===== config.mk =====
export PLATFORM = sky130hd
export DESIGN_NAME = tim_vseq_flat
export DESIGN_NICKNAME = d
export VERILOG_FILES = /design/src/rtl/tim_vseq_pkg.sv /design/src/rtl/tim_vseq_if.sv /design/src/rtl/tim_vseq_pulse_cnt.sv /design/src/rtl/tim_vseq.sv /design/src/flat_wrapper.sv
export SDC_FILE = /design/constraint.sdc
export NUM_CORES = 1
export LEC_CHECK = 0
export CAP_MARGIN = 30
export CORE_UTILIZATION = 61
export CTS_BUF_LIST = sky130_fd_sc_hd__clkbuf_8 sky130_fd_sc_hd__clkbuf_16
export CTS_CLUSTER_DIAMETER = 150
export CTS_CLUSTER_SIZE = 8
export DETAILED_ROUTE_END_ITERATION = 10
export GPL_TIMING_DRIVEN = 0
export PLACE_DENSITY = 0.86
export SETUP_SLACK_MARGIN = 0.02
export SYNTH_ARGS = -nofsm -noshare
export SYNTH_HDL_FRONTEND = slang
export SYNTH_SLANG_ARGS = --single-unit

===== constraint.sdc =====
create_clock -name clk -period 7.5 [get_ports clk]
set_input_delay 1.125 -clock clk [delete_from_list [all_inputs] [get_ports clk]]
set_output_delay 1.125 -clock clk [all_outputs]
set_load 0.005 [all_outputs]

===== src/rtl/tim_vseq_pkg.sv =====
// -----------------------------------------------------------------------------
// tim_vseq_pkg
// Shared definitions for the vertical/frame sequencer: sequencer state
// encoding, idle CCD clock levels, default frame geometry and a decoder that
// maps a state to its clock/status output levels.
// No ports (package).
// -----------------------------------------------------------------------------
package tim_vseq_pkg;

  // Default frame geometry and timing.
  localparam int NLINES_DEF = 1644;
  localparam int NVDUM_DEF  = 4;
  localparam int TV_DEF     = 24;
  localparam int TXFER_DEF  = 200;
  localparam int CW_DEF     = 24;
  localparam int LNW        = 12;   // line_num width

  // Clock levels held while the sequencer is idle (and during exposure).
  localparam logic IDLE_V1 = 1'b0;
  localparam logic IDLE_V2 = 1'b1;

  typedef enum logic [2:0] {
    ST_IDLE   = 3'd0,
    ST_FLUSH  = 3'd1,
    ST_EXPOSE = 3'd2,
    ST_XFER   = 3'd3,
    ST_VSH_A  = 3'd4,
    ST_VSH_B  = 3'd5,
    ST_LREAD  = 3'd6,
    ST_DONE   = 3'd7
  } vseq_state_t;

  typedef struct packed {
    logic busy;
    logic done;
    logic vact;
    logic v1;
    logic v2;
    logic v3;
    logic sub;
  } vseq_outs_t;

  // Output levels for a state. The caller registers the result using the
  // next state, so each output is valid for exactly the cycles spent in s.
  function automatic vseq_outs_t state_outs(input vseq_state_t s);
    vseq_outs_t o;
    o.busy = 1'b1;
    o.done = 1'b0;
    o.vact = 1'b0;
    o.v1   = IDLE_V1;
    o.v2   = IDLE_V2;
    o.v3   = 1'b0;
    o.sub  = 1'b0;
    case (s)
      ST_IDLE:   o.busy = 1'b0;
      ST_FLUSH:  o.sub  = 1'b1;
      ST_EXPOSE: ;
      ST_XFER: begin
        o.v1 = 1'b1;
        o.v2 = 1'b0;
        o.v3 = 1'b1;
      end
      ST_VSH_A: begin
        o.v1 = 1'b1;
        o.v2 = 1'b0;
      end
      ST_VSH_B:  ;
      ST_LREAD:  o.vact = 1'b1;
      ST_DONE:   o.done = 1'b1;
      default:   o.busy = 1'b0;
    endcase
    return o;
  endfunction

endpackage


===== src/rtl/tim_vseq_if.sv =====
// -----------------------------------------------------------------------------
// tim_vseq_if
// Control/status and CCD clock bundle of the vertical sequencer.
//   master : capture control + horizontal FSM side (drives start, abort,
//            exp_time, line_done; observes everything else)
//   slave  : the sequencer itself
// Signals: start, abort, exp_time[CW], line_done, busy, done, vact,
//          v1, v2, v3, sub, frame_valid, line_num[12].
// -----------------------------------------------------------------------------
interface tim_vseq_if import tim_vseq_pkg::*; #(
  parameter int CW = CW_DEF
);
  logic           start;
  logic           abort;
  logic [CW-1:0]  exp_time;
  logic           line_done;
  logic           busy;
  logic           done;
  logic           vact;
  logic           v1;
  logic           v2;
  logic           v3;
  logic           sub;
  logic           frame_valid;
  logic [LNW-1:0] line_num;

  modport master (
    output start, abort, exp_time, line_done,
    input  busy, done, vact, v1, v2, v3, sub, frame_valid, line_num
  );

  modport slave (
    input  start, abort, exp_time, line_done,
    output busy, done, vact, v1, v2, v3, sub, frame_valid, line_num
  );
endinterface


===== src/rtl/tim_vseq_pulse_cnt.sv =====
// -----------------------------------------------------------------------------
// tim_vseq_pulse_cnt
// Loadable down-counter with zero flag; times every phase of the sequencer
// (flush, exposure, transfer, vertical shift phases).
// Ports:
//   clk, rst       clock, synchronous active-high reset
//   load_i         load load_val_i this cycle (takes priority over counting)
//   load_val_i     duration-1 of the phase being entered
//   zero_o         counter currently reads zero
// -----------------------------------------------------------------------------
module tim_vseq_pulse_cnt #(
  parameter int CW = 24
) (
  input  logic          clk,
  input  logic          rst,
  input  logic          load_i,
  input  logic [CW-1:0] load_val_i,
  output logic          zero_o
);

  logic [CW-1:0] cnt_q;

  always_ff @(posedge clk) begin
    if (rst) begin
      cnt_q <= '0;
    end else if (load_i) begin
      cnt_q <= load_val_i;
    end else if (cnt_q != '0) begin
      // Saturate at zero so an idle counter keeps reporting expiry.
      cnt_q <= cnt_q - 1'b1;
    end
  end

  assign zero_o = (cnt_q == '0);

endmodule


===== src/rtl/tim_vseq.sv =====
// -----------------------------------------------------------------------------
// tim_vseq
// Vertical/frame sequencer for the CCD readout chain. A start request runs:
// substrate flush, exposure, photodiode->VCCD transfer, then for each line a
// two-phase vertical shift followed by a readout request (vact) to the
// horizontal FSM, retired by its line_done pulse. Leading NVDUM lines are
// dummies (frame_valid low). All outputs are registered from the next state.
// Ports:
//   clk, rst   clock, synchronous active-high reset
//   bus        tim_vseq_if.slave: start/abort/exp_time/line_done in;
//              busy/done/vact/v1/v2/v3/sub/frame_valid/line_num out
// -----------------------------------------------------------------------------
module tim_vseq import tim_vseq_pkg::*; #(
  parameter int NLINES = NLINES_DEF,
  parameter int NVDUM  = NVDUM_DEF,
  parameter int TV     = TV_DEF,
  parameter int TXFER  = TXFER_DEF,
  parameter int CW     = CW_DEF
) (
  input  logic     clk,
  input  logic     rst,
  tim_vseq_if.slave bus
);

  localparam logic [LNW-1:0] LAST_LINE = LNW'(NVDUM + NLINES - 1);
  localparam logic [LNW-1:0] FIRST_ACT = LNW'(NVDUM);
  localparam logic [CW-1:0]  TXFER_M1  = CW'(TXFER - 1);
  localparam logic [CW-1:0]  TV_M1     = CW'(TV - 1);

  vseq_state_t    state_q, state_d;
  logic [LNW-1:0] line_num_q, line_num_d;
  logic [CW-1:0]  exp_q, exp_d;
  vseq_outs_t     outs_q;
  logic           frame_valid_q;

  logic           cnt_load;
  logic [CW-1:0]  cnt_val;
  logic           cnt_zero;

  // ---------------------------------------------------------------------------
  // Next-state logic
  // ---------------------------------------------------------------------------
  always_comb begin
    state_d    = state_q;
    line_num_d = line_num_q;
    exp_d      = exp_q;

    case (state_q)
      ST_IDLE: begin
        if (bus.start && !bus.abort) begin
          state_d    = ST_FLUSH;
          // A zero exposure still spends one cycle in EXPOSE.
          exp_d      = (bus.exp_time == '0) ? CW'(1) : bus.exp_time;
          line_num_d = '0;
        end
      end
      ST_FLUSH:  if (cnt_zero) state_d = ST_EXPOSE;
      ST_EXPOSE: if (cnt_zero) state_d = ST_XFER;
      ST_XFER:   if (cnt_zero) state_d = ST_VSH_A;
      ST_VSH_A:  if (cnt_zero) state_d = ST_VSH_B;
      ST_VSH_B:  if (cnt_zero) state_d = ST_LREAD;
      ST_LREAD: begin
        if (bus.line_done) begin
          if (line_num_q == LAST_LINE) begin
            state_d = ST_DONE;
          end else begin
            line_num_d = line_num_q + 1'b1;
            state_d    = ST_VSH_A;
          end
        end
      end
      ST_DONE:   state_d = ST_IDLE;
      default:   state_d = ST_IDLE;
    endcase

    // Abort overrides every other request once a frame is under way.
    if (state_q != ST_IDLE && bus.abort) begin
      state_d = ST_IDLE;
    end

    // Idle line index is 0 however IDLE was reached.
    if (state_d == ST_IDLE) begin
      line_num_d = '0;
    end
  end

  // ---------------------------------------------------------------------------
  // Phase counter: reloaded with duration-1 on every state entry. Every timed
  // state is entered from a different state, so a state change marks entry.
  // ---------------------------------------------------------------------------
  always_comb begin
    cnt_load = (state_d != state_q);
    cnt_val  = '0;
    case (state_d)
      ST_FLUSH:  cnt_val = TXFER_M1;
      ST_EXPOSE: cnt_val = exp_q - 1'b1;
      ST_XFER:   cnt_val = TXFER_M1;
      ST_VSH_A:  cnt_val = TV_M1;
      ST_VSH_B:  cnt_val = TV_M1;
      default:   cnt_val = '0;
    endcase
  end

  tim_vseq_pulse_cnt #(
    .CW (CW)
  ) u_phase_cnt (
    .clk        (clk),
    .rst        (rst),
    .load_i     (cnt_load),
    .load_val_i (cnt_val),
    .zero_o     (cnt_zero)
  );

  // ---------------------------------------------------------------------------
  // State and registered outputs
  // ---------------------------------------------------------------------------
  always_ff @(posedge clk) begin
    if (rst) begin
      state_q       <= ST_IDLE;
      line_num_q    <= '0;
      exp_q         <= CW'(1);
      outs_q        <= state_outs(ST_IDLE);
      frame_valid_q <= 1'b0;
    end else begin
      state_q       <= state_d;
      line_num_q    <= line_num_d;
      exp_q         <= exp_d;
      outs_q        <= state_outs(state_d);
      frame_valid_q <= (state_d == ST_LREAD) && (line_num_d >= FIRST_ACT);
    end
  end

  assign bus.busy        = outs_q.busy;
  assign bus.done        = outs_q.done;
  assign bus.vact        = outs_q.vact;
  assign bus.v1          = outs_q.v1;
  assign bus.v2          = outs_q.v2;
  assign bus.v3          = outs_q.v3;
  assign bus.sub         = outs_q.sub;
  assign bus.frame_valid = frame_valid_q;
  assign bus.line_num    = line_num_q;

endmodule


===== src/flat_wrapper.sv =====
// flat-port wrapper written by rule: the top's interface ports become plain ports
module tim_vseq_flat import tim_vseq_pkg::*;
#(
  parameter int NLINES = NLINES_DEF,
  parameter int NVDUM  = NVDUM_DEF,
  parameter int TV     = TV_DEF,
  parameter int TXFER  = TXFER_DEF,
  parameter int CW     = CW_DEF
)
  (clk, rst, bus_start, bus_abort, bus_exp_time, bus_line_done, bus_busy, bus_done, bus_vact, bus_v1, bus_v2, bus_v3, bus_sub, bus_frame_valid, bus_line_num);
  tim_vseq_if #(.CW(CW)) bus_i ();
  input  logic clk;
  input  logic rst;
  input wire logic [$bits(bus_i.start)-1:0] bus_start;
  input wire logic [$bits(bus_i.abort)-1:0] bus_abort;
  input wire logic [$bits(bus_i.exp_time)-1:0] bus_exp_time;
  input wire logic [$bits(bus_i.line_done)-1:0] bus_line_done;
  output wire logic [$bits(bus_i.busy)-1:0] bus_busy;
  output wire logic [$bits(bus_i.done)-1:0] bus_done;
  output wire logic [$bits(bus_i.vact)-1:0] bus_vact;
  output wire logic [$bits(bus_i.v1)-1:0] bus_v1;
  output wire logic [$bits(bus_i.v2)-1:0] bus_v2;
  output wire logic [$bits(bus_i.v3)-1:0] bus_v3;
  output wire logic [$bits(bus_i.sub)-1:0] bus_sub;
  output wire logic [$bits(bus_i.frame_valid)-1:0] bus_frame_valid;
  output wire logic [$bits(bus_i.line_num)-1:0] bus_line_num;
  assign bus_i.start = bus_start;
  assign bus_i.abort = bus_abort;
  assign bus_i.exp_time = bus_exp_time;
  assign bus_i.line_done = bus_line_done;
  assign bus_busy = bus_i.busy;
  assign bus_done = bus_i.done;
  assign bus_vact = bus_i.vact;
  assign bus_v1 = bus_i.v1;
  assign bus_v2 = bus_i.v2;
  assign bus_v3 = bus_i.v3;
  assign bus_sub = bus_i.sub;
  assign bus_frame_valid = bus_i.frame_valid;
  assign bus_line_num = bus_i.line_num;
  tim_vseq #(.NLINES(NLINES), .NVDUM(NVDUM), .TV(TV), .TXFER(TXFER), .CW(CW)) u_core (.clk(clk), .rst(rst), .bus(bus_i));
endmodule

# [Word-level counts from Yosys, hierarchy flattened]
# Index checks and enable logic that the tools add are counted.
[op_classes] addsub=3 order_cmp=1 eq_ne=16 mux=25 reduce_logical=15
[op_table] op="$mux 24" n=3
[op_table] op="$pmux 24 s3" n=1
[op_table] op="$logic_not 24->1" n=2
[op_table] op="$mux 12" n=4
[op_table] op="$sub 24x1->24 const B" n=2
[op_table] op="$eq 3x3->1 const B" n=8
[op_table] op="$mux 3" n=8
[op_table] op="$pmux 12 s2" n=1
[op_table] op="$pmux 3 s8" n=1
[op_table] op="$reduce_bool 24->1" n=1
[op_table] op="$add 12x1->12 const B" n=1
[op_table] op="$eq 12x11->1 const B" n=1
[op_table] op="$eq 3x2->1 const B" n=4
[op_table] op="$ge 12x3->1 const B" n=1
[op_table] op="$eq 3x1->1 const B" n=2
[op_table] op="$logic_not 3->1" n=2
[op_table] op="$reduce_or 2->1" n=3
[op_table] op="$mux 1" n=5
[op_table] op="$mux 2" n=2
[op_table] op="$logic_and 1x1->1" n=3
[op_table] op="$ne 3x3->1" n=1
[op_table] op="$reduce_bool 3->1" n=1
[op_table] op="$reduce_and 2->1" n=1
[op_table] op="$reduce_bool 2->1" n=1
[op_table] op="$logic_not 1->1" n=1
[word_totals] register_bits=71 in_bits=29 out_inout_bits=20 elab_cells=72

# [Logic depth before layout (Yosys ltp)]
# Gate-level depths: netlist of run 1.
[logic_depth] ltp_word=9 mapped_depth=10 depth_no_buf=9

# [Cells and area by module]
# A second synthesis of run 1 with hierarchy kept.
[hier_totals] cells_unflattened=535 hier_area_um2=4117.7
[by_module_without_submodules] mod="tim_vseq" n_inst=1 cells_each=370 area_each_um2=2801.4 seq_area_each_um2=940.9
[by_module_without_submodules] mod="tim_vseq_pulse_cnt" n_inst=1 cells_each=165 area_each_um2=1316.3 seq_area_each_um2=480.5

# [Worst setup path after synthesis of run 1]
# No wires, ideal clock.
[synth_path] kind="input-to-reg" startpoint="input bus_line_done" endpoint="register u_core.frame_valid_q (netlist: u_core.bus.frame_valid)" setup_time_ps=116 t_arrival_ps=2958 required_ps=7384 slack_ps=4426 stages=7 n_path_buf=1 path_cell_list="clkbuf_1 > nand3_1 > o311a_1 > a211oi_1 > nand4_1 > or4_1 > o211a_1"
[synth_via] elab_chain_cells=7 word_cells_on_any_way=10 classes_between="order compare (1); eq/ne (1); mux (6); reduce/logical (2)"
[synth_lines] element="start, declared" line="flat_wrapper.sv:17" text="input wire logic [$bits(bus_i.line_done)-1:0] bus_line_done;"
[synth_lines] element="$mux 3" line="tim_vseq.sv:63" text="if (bus.line_done) begin"
[synth_lines] element="$pmux 3 s8" line="tim_vseq.sv:48" text="case (state_q)"
[synth_lines] element="$mux 3" line="tim_vseq.sv:77" text="if (state_q != ST_IDLE && bus.abort) begin"
[synth_lines] element="$logic_not 3->1" line="tim_vseq.sv:82" text="if (state_d == ST_IDLE) begin"
[synth_lines] element="$mux 12" line="tim_vseq.sv:82"
[synth_lines] element="$ge 12x3->1" line="tim_vseq.sv:129" text="frame_valid_q <= (state_d == ST_LREAD) && (line_num_d >= FIRST_ACT);"
[synth_lines] element="$logic_and 1x1->1 *" line="tim_vseq.sv:129"
[synth_lines] element="end signal, assigned" line="tim_vseq.sv:129"
[synth_lines] element="end, declared" line="tim_vseq.sv:34" text="logic frame_valid_q;"
# Every way passes the cells marked *; elsewhere a longest branch is shown, timed or not.
# A chain may end at the register's enable or synchronous reset.

# [Worst setup path after layout of run 1]
[layout_path] startpoint="input bus_abort" endpoint="register u_core.frame_valid_q (netlist: u_core.bus.frame_valid)"
[layout_via] elab_chain_cells=9 word_cells_on_any_way=13 classes_between="order compare (1); eq/ne (1); mux (6); reduce/logical (5)"
[layout_lines] element="start, declared" line="flat_wrapper.sv:15" text="input wire logic [$bits(bus_i.abort)-1:0] bus_abort;"
[layout_lines] element="$logic_not 1->1" line="tim_vseq.sv:50" text="if (bus.start && !bus.abort) begin"
[layout_lines] element="$logic_and 1x1->1" line="tim_vseq.sv:50"
[layout_lines] element="$mux 3" line="tim_vseq.sv:50"
[layout_lines] element="$pmux 3 s8" line="tim_vseq.sv:48"
[layout_lines] element="$mux 3" line="tim_vseq.sv:77"
[layout_lines] element="$logic_not 3->1" line="tim_vseq.sv:82"
[layout_lines] element="$mux 12" line="tim_vseq.sv:82"
[layout_lines] element="$ge 12x3->1" line="tim_vseq.sv:129"
[layout_lines] element="$logic_and 1x1->1 *" line="tim_vseq.sv:129"
# Marked as above.

==> metrics.cfg, run 1 <==
[logic_synthesis]
synth-seq-cells = 71
synth_area_leaders = dfxtp_1 (34%), nand2_1 (7.4%), xnor2_1 (5.5%), a21oi_1 (3.9%), nor3_1 (3.8%)
ys_types = 70
ys_seq_area_share_pct = 34.5
syn_area_per_cell_um2 = 7.88
yosys_warnings = 0
syn_inst = 523
synth_flop_cell = dfxtp_1
synth_nets = 555
synth_area_um2 = 4120
synth_top_area_share_pct = 34.5
postSynth.asyncResetShare_pct = 0
synth-edff-count = 0
synth.largest_area_cell = dfxtp_1

[clocking]
clock_latency_ps = 360
cts_max_level = 3
cts_num_sinks = 71
post_cts_buffers = 0
cts_made_buffers = 9
holdBufCountCts = 0
clk_pin_slew_ps = 80
cts_tree = built
cts_resized = 0
clockRootBuffer = clkbuf_8
cts_buffer_depth = 2

[global_routing]
grt_start_max_net_pins = 13
overflow = 0
grtUsageTotal_pct = 33.7
grt_pass1_wl_um = 19200
antenna_found_initial = 0
grt_pass1_vias = 4003

[worst_setup_path]
worstRegToRegCells = 9
reg2reg_to = u_core.u_phase_cnt.cnt_q[18]$_SDFFE_PP0P_
rr_startpoint = u_core.u_phase_cnt.cnt_q[0]$_SDFFE_PP0P_
reg2reg_slack_ps = 4410
setup.worst_path.end_class = flip-flop
cp-startpoint = bus_abort
arrival_ps = 3730
cp.required_ps = 7760
start_kind = input port
crit_type = input port to flip-flop
cp_max_fo = 9

[sta]
report.final.slew_viol_count = 0
period_share_pct = 46.3
finalClockSkew_ps = 12.3
worst_pin_slew_ps = 905
fin_crit_ps = 3480
fin_tns_setup_ps = 0
hold_viol = 0
slew_headroom_pct = 39.4
setup_violations = 0
fmax_mhz = 288
whs_ps = 481
rsz0062_at_grt = false

[pwr]
leakage_uw = 0.00171
pwr_density_cell_nw_per_um2 = 315
ir_drop_mv = 0.152

[outcome]
outcome = complete, no violations

[die]
core_area_um2 = 6420
io_pins = 49
die_h_um = 84.2
start_util_pct = 64.2
dieArea_um2 = 7090
dieWidth_um = 84.2
rows = 29

[final_layout]
nets = 613
antenna_cells = 0
final_area_um2 = 4910
post_route_cells_drive_above_1_share_pct = 7.85
area_growth_pct = 19.2

[routing]
wl_um = 11500
drt-pass1-iter-count = 5
topRoutingLayerUsed = met4
drt_first_iter_violations = 439
vias = 4326
drc = 0
drt-met1-wl_um = 4940
drt.antenna.violating_nets = 0
post_drt_wl_per_cell_um = 17.3
vias_per_cell = 6.52
wl_met3_um = 983
wl_met2_um = 5230

[job]
drv_cap = 0

[min_path]
hp-start = u_core.exp_q[1]$_SDFFE_PP0P_
hold_path_class = flip-flop to flip-flop
hold_depth = 2
worstHoldEndpoint = u_core.exp_q[1]$_SDFFE_PP0P_

[place]
routabilityCongestion = 1.00
placed_area_um2 = 4690
hpwl_um = 8380
portBuffers = 47

## kinds of logic after synthesis
family	after synthesis	share of synthesized area (%)
XOR/XNOR	40	8.50
AND/OR/NAND/NOR	255	33.0
flip-flops	71	34.5
adder cells (fa/ha/maj)	3	0.911
AO/OA/AOI/OAI	109	18.0
buffers and inverters	41	4.01
multiplexers	4	1.06
## stage by stage
| step | power [uW] | setup slack [ps] | utilization [%] | instances |
|---|---|---|---|---|
| after detailed placement | 1180 | 3750 | 73.0 | 647 |
| final | 1550 | 4020 | 76.5 | 663 |
| after CTS | 1530 | 4080 | 76.5 | 663 |
| after floorplan | 1030 | 4430 | - | 523 |
| after global routing | 1640 | 3910 | 76.5 | 663 |
| after global placement | 1160 | 3750 | 73.0 | 647 |
## critical path, cell delays in order
cell and delay [ps]:
clkdlybuf4s50_1 480, nor2_1 280, a31oi_1 370, a211oi_1 490
nand4_1 180, or4_1 570, o211a_1 230
## per-layer routing
| layer | vias up | GRT usage [%] |
|---|---|---|
| li1 | 2052 | - |
| met1 | 1983 | 46.1 |
| met2 | 253 | 53.9 |
| met3 | 38 | 5.11 |
| met4 | 0 | 12.9 |
| met5 | - | 0 |
## report_power, final
part	internal [uW]	switching, uW	total (uW)	leakage (uW)
clock	195	154	349	0.000114
combinational	274	395	669	0.00102
sequential	447	82.2	529	0.000578
total	916	632	1550	0.00171
## worst max path at each step
| stage | to | slack [ps] |
|---|---|---|
| 3_3_place_gp | u_core.bus.frame_valid$_SDFF_PP0_ | 3750 |
| 4_1_cts | u_core.bus.frame_valid$_SDFF_PP0_ | 4080 |
| 6_report | u_core.bus.frame_valid$_SDFF_PP0_ | 4020 |
| 3_5_place_dp | u_core.bus.frame_valid$_SDFF_PP0_ | 3750 |
| 2_1_floorplan | u_core.bus.frame_valid$_SDFF_PP0_ | 4430 |
| 5_1_grt | u_core.bus.frame_valid$_SDFF_PP0_ | 3910 |
## area by class of cell
type                    instances  area, um2
plain buffers                  33        135
clock buffers                  10        138
clock inverters                 6       85.1
fillers                       470       1510
inverters                       8       30.0
multi-input cells             411       2530
flip-flops and latches         71       1420
well taps                      77       96.3
repair buffers                 47        470
## cell usage in the layout, fill, tap and decap left out, drive strengths merged, types with 4 or more instances in the layout
cell type,count
or3,7
nor4,26
a211oi,7
clkdlybuf4s50,47
o31ai,5
or4,13
buf,5
xnor2,26
clkbuf,38
o21ai,15
nand2b,5
nor3,34
a21oi,32
inv,9
a221oi,6
or2,5
nor2,33
nor3b,5
dfxtp,71
nand2,81
and2,4
nand4,13
xor2,14
nand3,10
o22ai,13
a21o,4
## state kept, by name (all words and copies together), names as in the netlist
name,count
u_core.bus.v1,1
u_core.bus.frame_valid,1
u_core.bus.sub,1
u_core.bus.line_num,12
u_core.bus.v2,1
u_core.exp_q,24
u_core.u_phase_cnt.cnt_q,24
u_core.bus.done,1
u_core.bus.vact,1
u_core.bus.v3,1
u_core.state_q,3
u_core.bus.busy,1
## synthesized netlist by cell type, types with 4 or more instances
master    count
or2_2         5
a21o_1        4
nand3_1      10
or4_1        10
a211oi_1      7
inv_1         7
a221oi_1      5
a21oi_1      32
nand2_1      81
nor3b_1       5
nor2_1       33
o31ai_1       5
xor2_1       14
o21ai_0      13
clkbuf_1     28
or3_1         7
nand2b_1      5
xnor2_1      26
nand4_1      13
dfxtp_1      71
nor4_1       24
nor3_1       31
o22ai_1      12
(Power assumes the default switching activity.)
==> run 2: changes to the inputs <==
--- a/config.mk
+++ b/config.mk
@@ -6,13 +6,13 @@
 export NUM_CORES = 1
 export LEC_CHECK = 0
 export CAP_MARGIN = 30
-export CORE_UTILIZATION = 61
+export CORE_UTILIZATION = 51
 export CTS_BUF_LIST = sky130_fd_sc_hd__clkbuf_8 sky130_fd_sc_hd__clkbuf_16
 export CTS_CLUSTER_DIAMETER = 150
 export CTS_CLUSTER_SIZE = 8
 export DETAILED_ROUTE_END_ITERATION = 10
 export GPL_TIMING_DRIVEN = 0
-export PLACE_DENSITY = 0.86
+export PLACE_DENSITY = 0.77
 export SETUP_SLACK_MARGIN = 0.02
 export SYNTH_ARGS = -nofsm -noshare
 export SYNTH_HDL_FRONTEND = slang
==> constraint.sdc (replaced) <==
create_clock -name clk -period 2.81 [get_ports clk]
set_input_delay 0.4215 -clock clk [delete_from_list [all_inputs] [get_ports clk]]
set_output_delay 0.4215 -clock clk [all_outputs]
set_load 0.005 [all_outputs]
==> run 2 against run 1 <==
Net effect: sequential share of layout area shrank 1.0 points; sequential power rose to 2.7 times the previous value; clock power rose to 2.7 times the previous value; register-to-register slack lost 4300 ps; global-route usage decreased by 5.3 points; die area increased by 19%; power grew to 2.8 times the previous value; combinational power rose to 2.9 times the previous value; non-clock buffer count up 4; critical path type is now flip-flop to flip-flop.
==> metrics.cfg, run 2 (synthesis results as in run 1) <==
[clocking]
clock_latency_ps = 360  ; about the same
cts_buffer_depth = 2  ; unchanged
cts_max_level = 3  ; unchanged
cts_made_buffers = 9  ; unchanged
cts_num_sinks = 71  ; unchanged
clockRootBuffer = clkbuf_8
holdBufCountCts = 0  ; unchanged
cts_tree = built
clk_pin_slew_ps = 80  ; about the same

[routing]
drt_first_iter_violations = 319  ; -27%
vias = 4251  ; -1.7%
post_drt_wl_per_cell_um = 16.5  ; -4.5%
drc = 0  ; unchanged
vias_per_cell = 6.14  ; -5.9%
drt-pass1-iter-count = 6  ; +1
wl_um = 11400  ; -0.37%
drt.antenna.violating_nets = 0  ; unchanged

[final_layout]
fill_cells = 662  ; +41%
layout_commonest_cell = nand2_1
post_route_cells_drive_above_1_share_pct = 12.0  ; +4.2 points
nets = 617  ; +0.65%
antenna_cells = 0  ; unchanged
multi_input_area_um2 = 2620  ; +3.3%
area_growth_pct = 23.5
utilization_pct = 65.5  ; -11 points
final_area_um2 = 5090  ; +3.7%
register_area_um2 = 1420  ; unchanged
layout_common_cells = nand2_1 (81), dfxtp_1 (71), clkdlybuf4s50_1 (47)

[job]
drv_cap = 0  ; unchanged

[sta]
fmax_mhz = 377
worst_pin_slew_ps = 624  ; -280 ps
report.final.slew_viol_count = 0  ; unchanged
fin_crit_ps = 2660
finalClockSkew_ps = 10.9  ; -1.43 ps
slew_headroom_pct = 58.4  ; +19 points
hold_viol = 0  ; unchanged
fin_ws_ps = 155  ; -3870 ps
setup_violations = 0  ; unchanged
period_share_pct = 94.5

[place]
hpwl_um = 8430  ; +0.55%
placed_area_um2 = 4720  ; +0.67%
portBuffers = 47  ; unchanged
pre_cts_ws_ps = -278  ; -4030 ps
routabilityCongestion = 0.944  ; -5.7%

[worst_setup_path]
setup.worst_path.end_class = flip-flop
start_kind = flip-flop
crit_type = flip-flop to flip-flop
cp_max_fo = 10  ; +1
arrival_ps = 2940  ; -790 ps
cp.required_ps = 3100  ; -4660 ps

[die]
io_pins = 49  ; unchanged
rows = 32  ; +10%
dieWidth_um = 91.9  ; +9.1%
die_h_um = 91.9  ; +9.1%
start_util_pct = 53.1  ; -11 points
dieArea_um2 = 8440  ; +19%
core_area_um2 = 7770  ; +21%

[pwr]
ir_drop_mv = 0.426  ; +180%
leakage_uw = 0.00177  ; +3.7%
pwr_density_cell_nw_per_um2 = 855  ; +170%

[global_routing]
antenna_found_initial = 0  ; unchanged
grtUsageTotal_pct = 28.4  ; -5.3 points
overflow = 0  ; unchanged
grt_pass1_vias = 3945  ; -1.4%
grt_pass1_wl_um = 19000  ; -0.90%
grt_start_max_net_pins = 14  ; +1

[min_path]
hold_path_class = flip-flop to flip-flop

[outcome]
outcome = complete, no violations

run 2: per-layer routing:
layer / up-vias / share of wire (%) / global-route usage (%)
met3: 31 / 6.8 / 4.89
li1: 2061 / - / -
met5: - / 0 / 0
met4: 0 / 2.4 / 10.7
met2: 162 / 45 / 43.8
met1: 1997 / 46 / 39.3
run 2: path summary, 6_finish.rpt:
check / depth (start not counted) / start / slack, ps / end
max: 10 / u_core.u_phase_cnt.cnt_q[0]$_SDFFE_PP0P_ / 150 / u_core.bus.line_num[5]$_SDFF_PP0_
min: 2 / u_core.exp_q[1]$_SDFFE_PP0P_ / 480 / u_core.exp_q[1]$_SDFFE_PP0P_
max reg2reg: 10 / u_core.u_phase_cnt.cnt_q[0]$_SDFFE_PP0P_ / 150 / u_core.bus.line_num[5]$_SDFF_PP0_
min reg2reg: 2 / u_core.exp_q[1]$_SDFFE_PP0P_ / 480 / u_core.exp_q[1]$_SDFFE_PP0P_
run 2: worst max-delay path, stage by stage (launching register included):
cell      delay, ps
dfxtp_1         350
inv_2            80
ha_2            200
nor4b_4         300
nand3_2         190
or3_1           430
clkbuf_4        190
a221oi_4        380
a211oi_4        140
buf_6           170
nor3_2          160
run 2: through the flow:
stage               hold slack (ps)  total power (uW)  std cells  setup TNS, ps
floorplan                       448              2740        523              0
global placement                464              3130        672          -2910
detailed placement              467              3170        672          -5440
CTS                             477              4240        691              0
global route                    514              4630        692          -1.62
finish                          477              4350        692              0
run 2: report_power, final:
group | internal (uW) | total [uW] | leakage [uW] | switching (uW)
Combinational | 857 | 1970 | 0.00108 | 1120
Clock | 528 | 947 | 0.000109 | 419
Sequential | 1190 | 1430 | 0.000578 | 238
Total | 2580 | 4350 | 0.00177 | 1770
run 2: repair_timing:
action	CTS	global route
pin swaps	2	4
setup endpoints to repair	35	35
setup buffers	3	3
gates cloned	0	0
resized for setup	8	26
run 2: final cells by class:
class | count | share of cell area [%]
sequential | 71 | 27.9
inverter | 8 | 0.590
multi-input combinational | 411 | 51.4
clock inverter | 6 | 1.82
clock buffer | 10 | 2.70
timing repair buffer | 53 | 10.1
buffer | 31 | 2.90
tap | 102 | 2.51
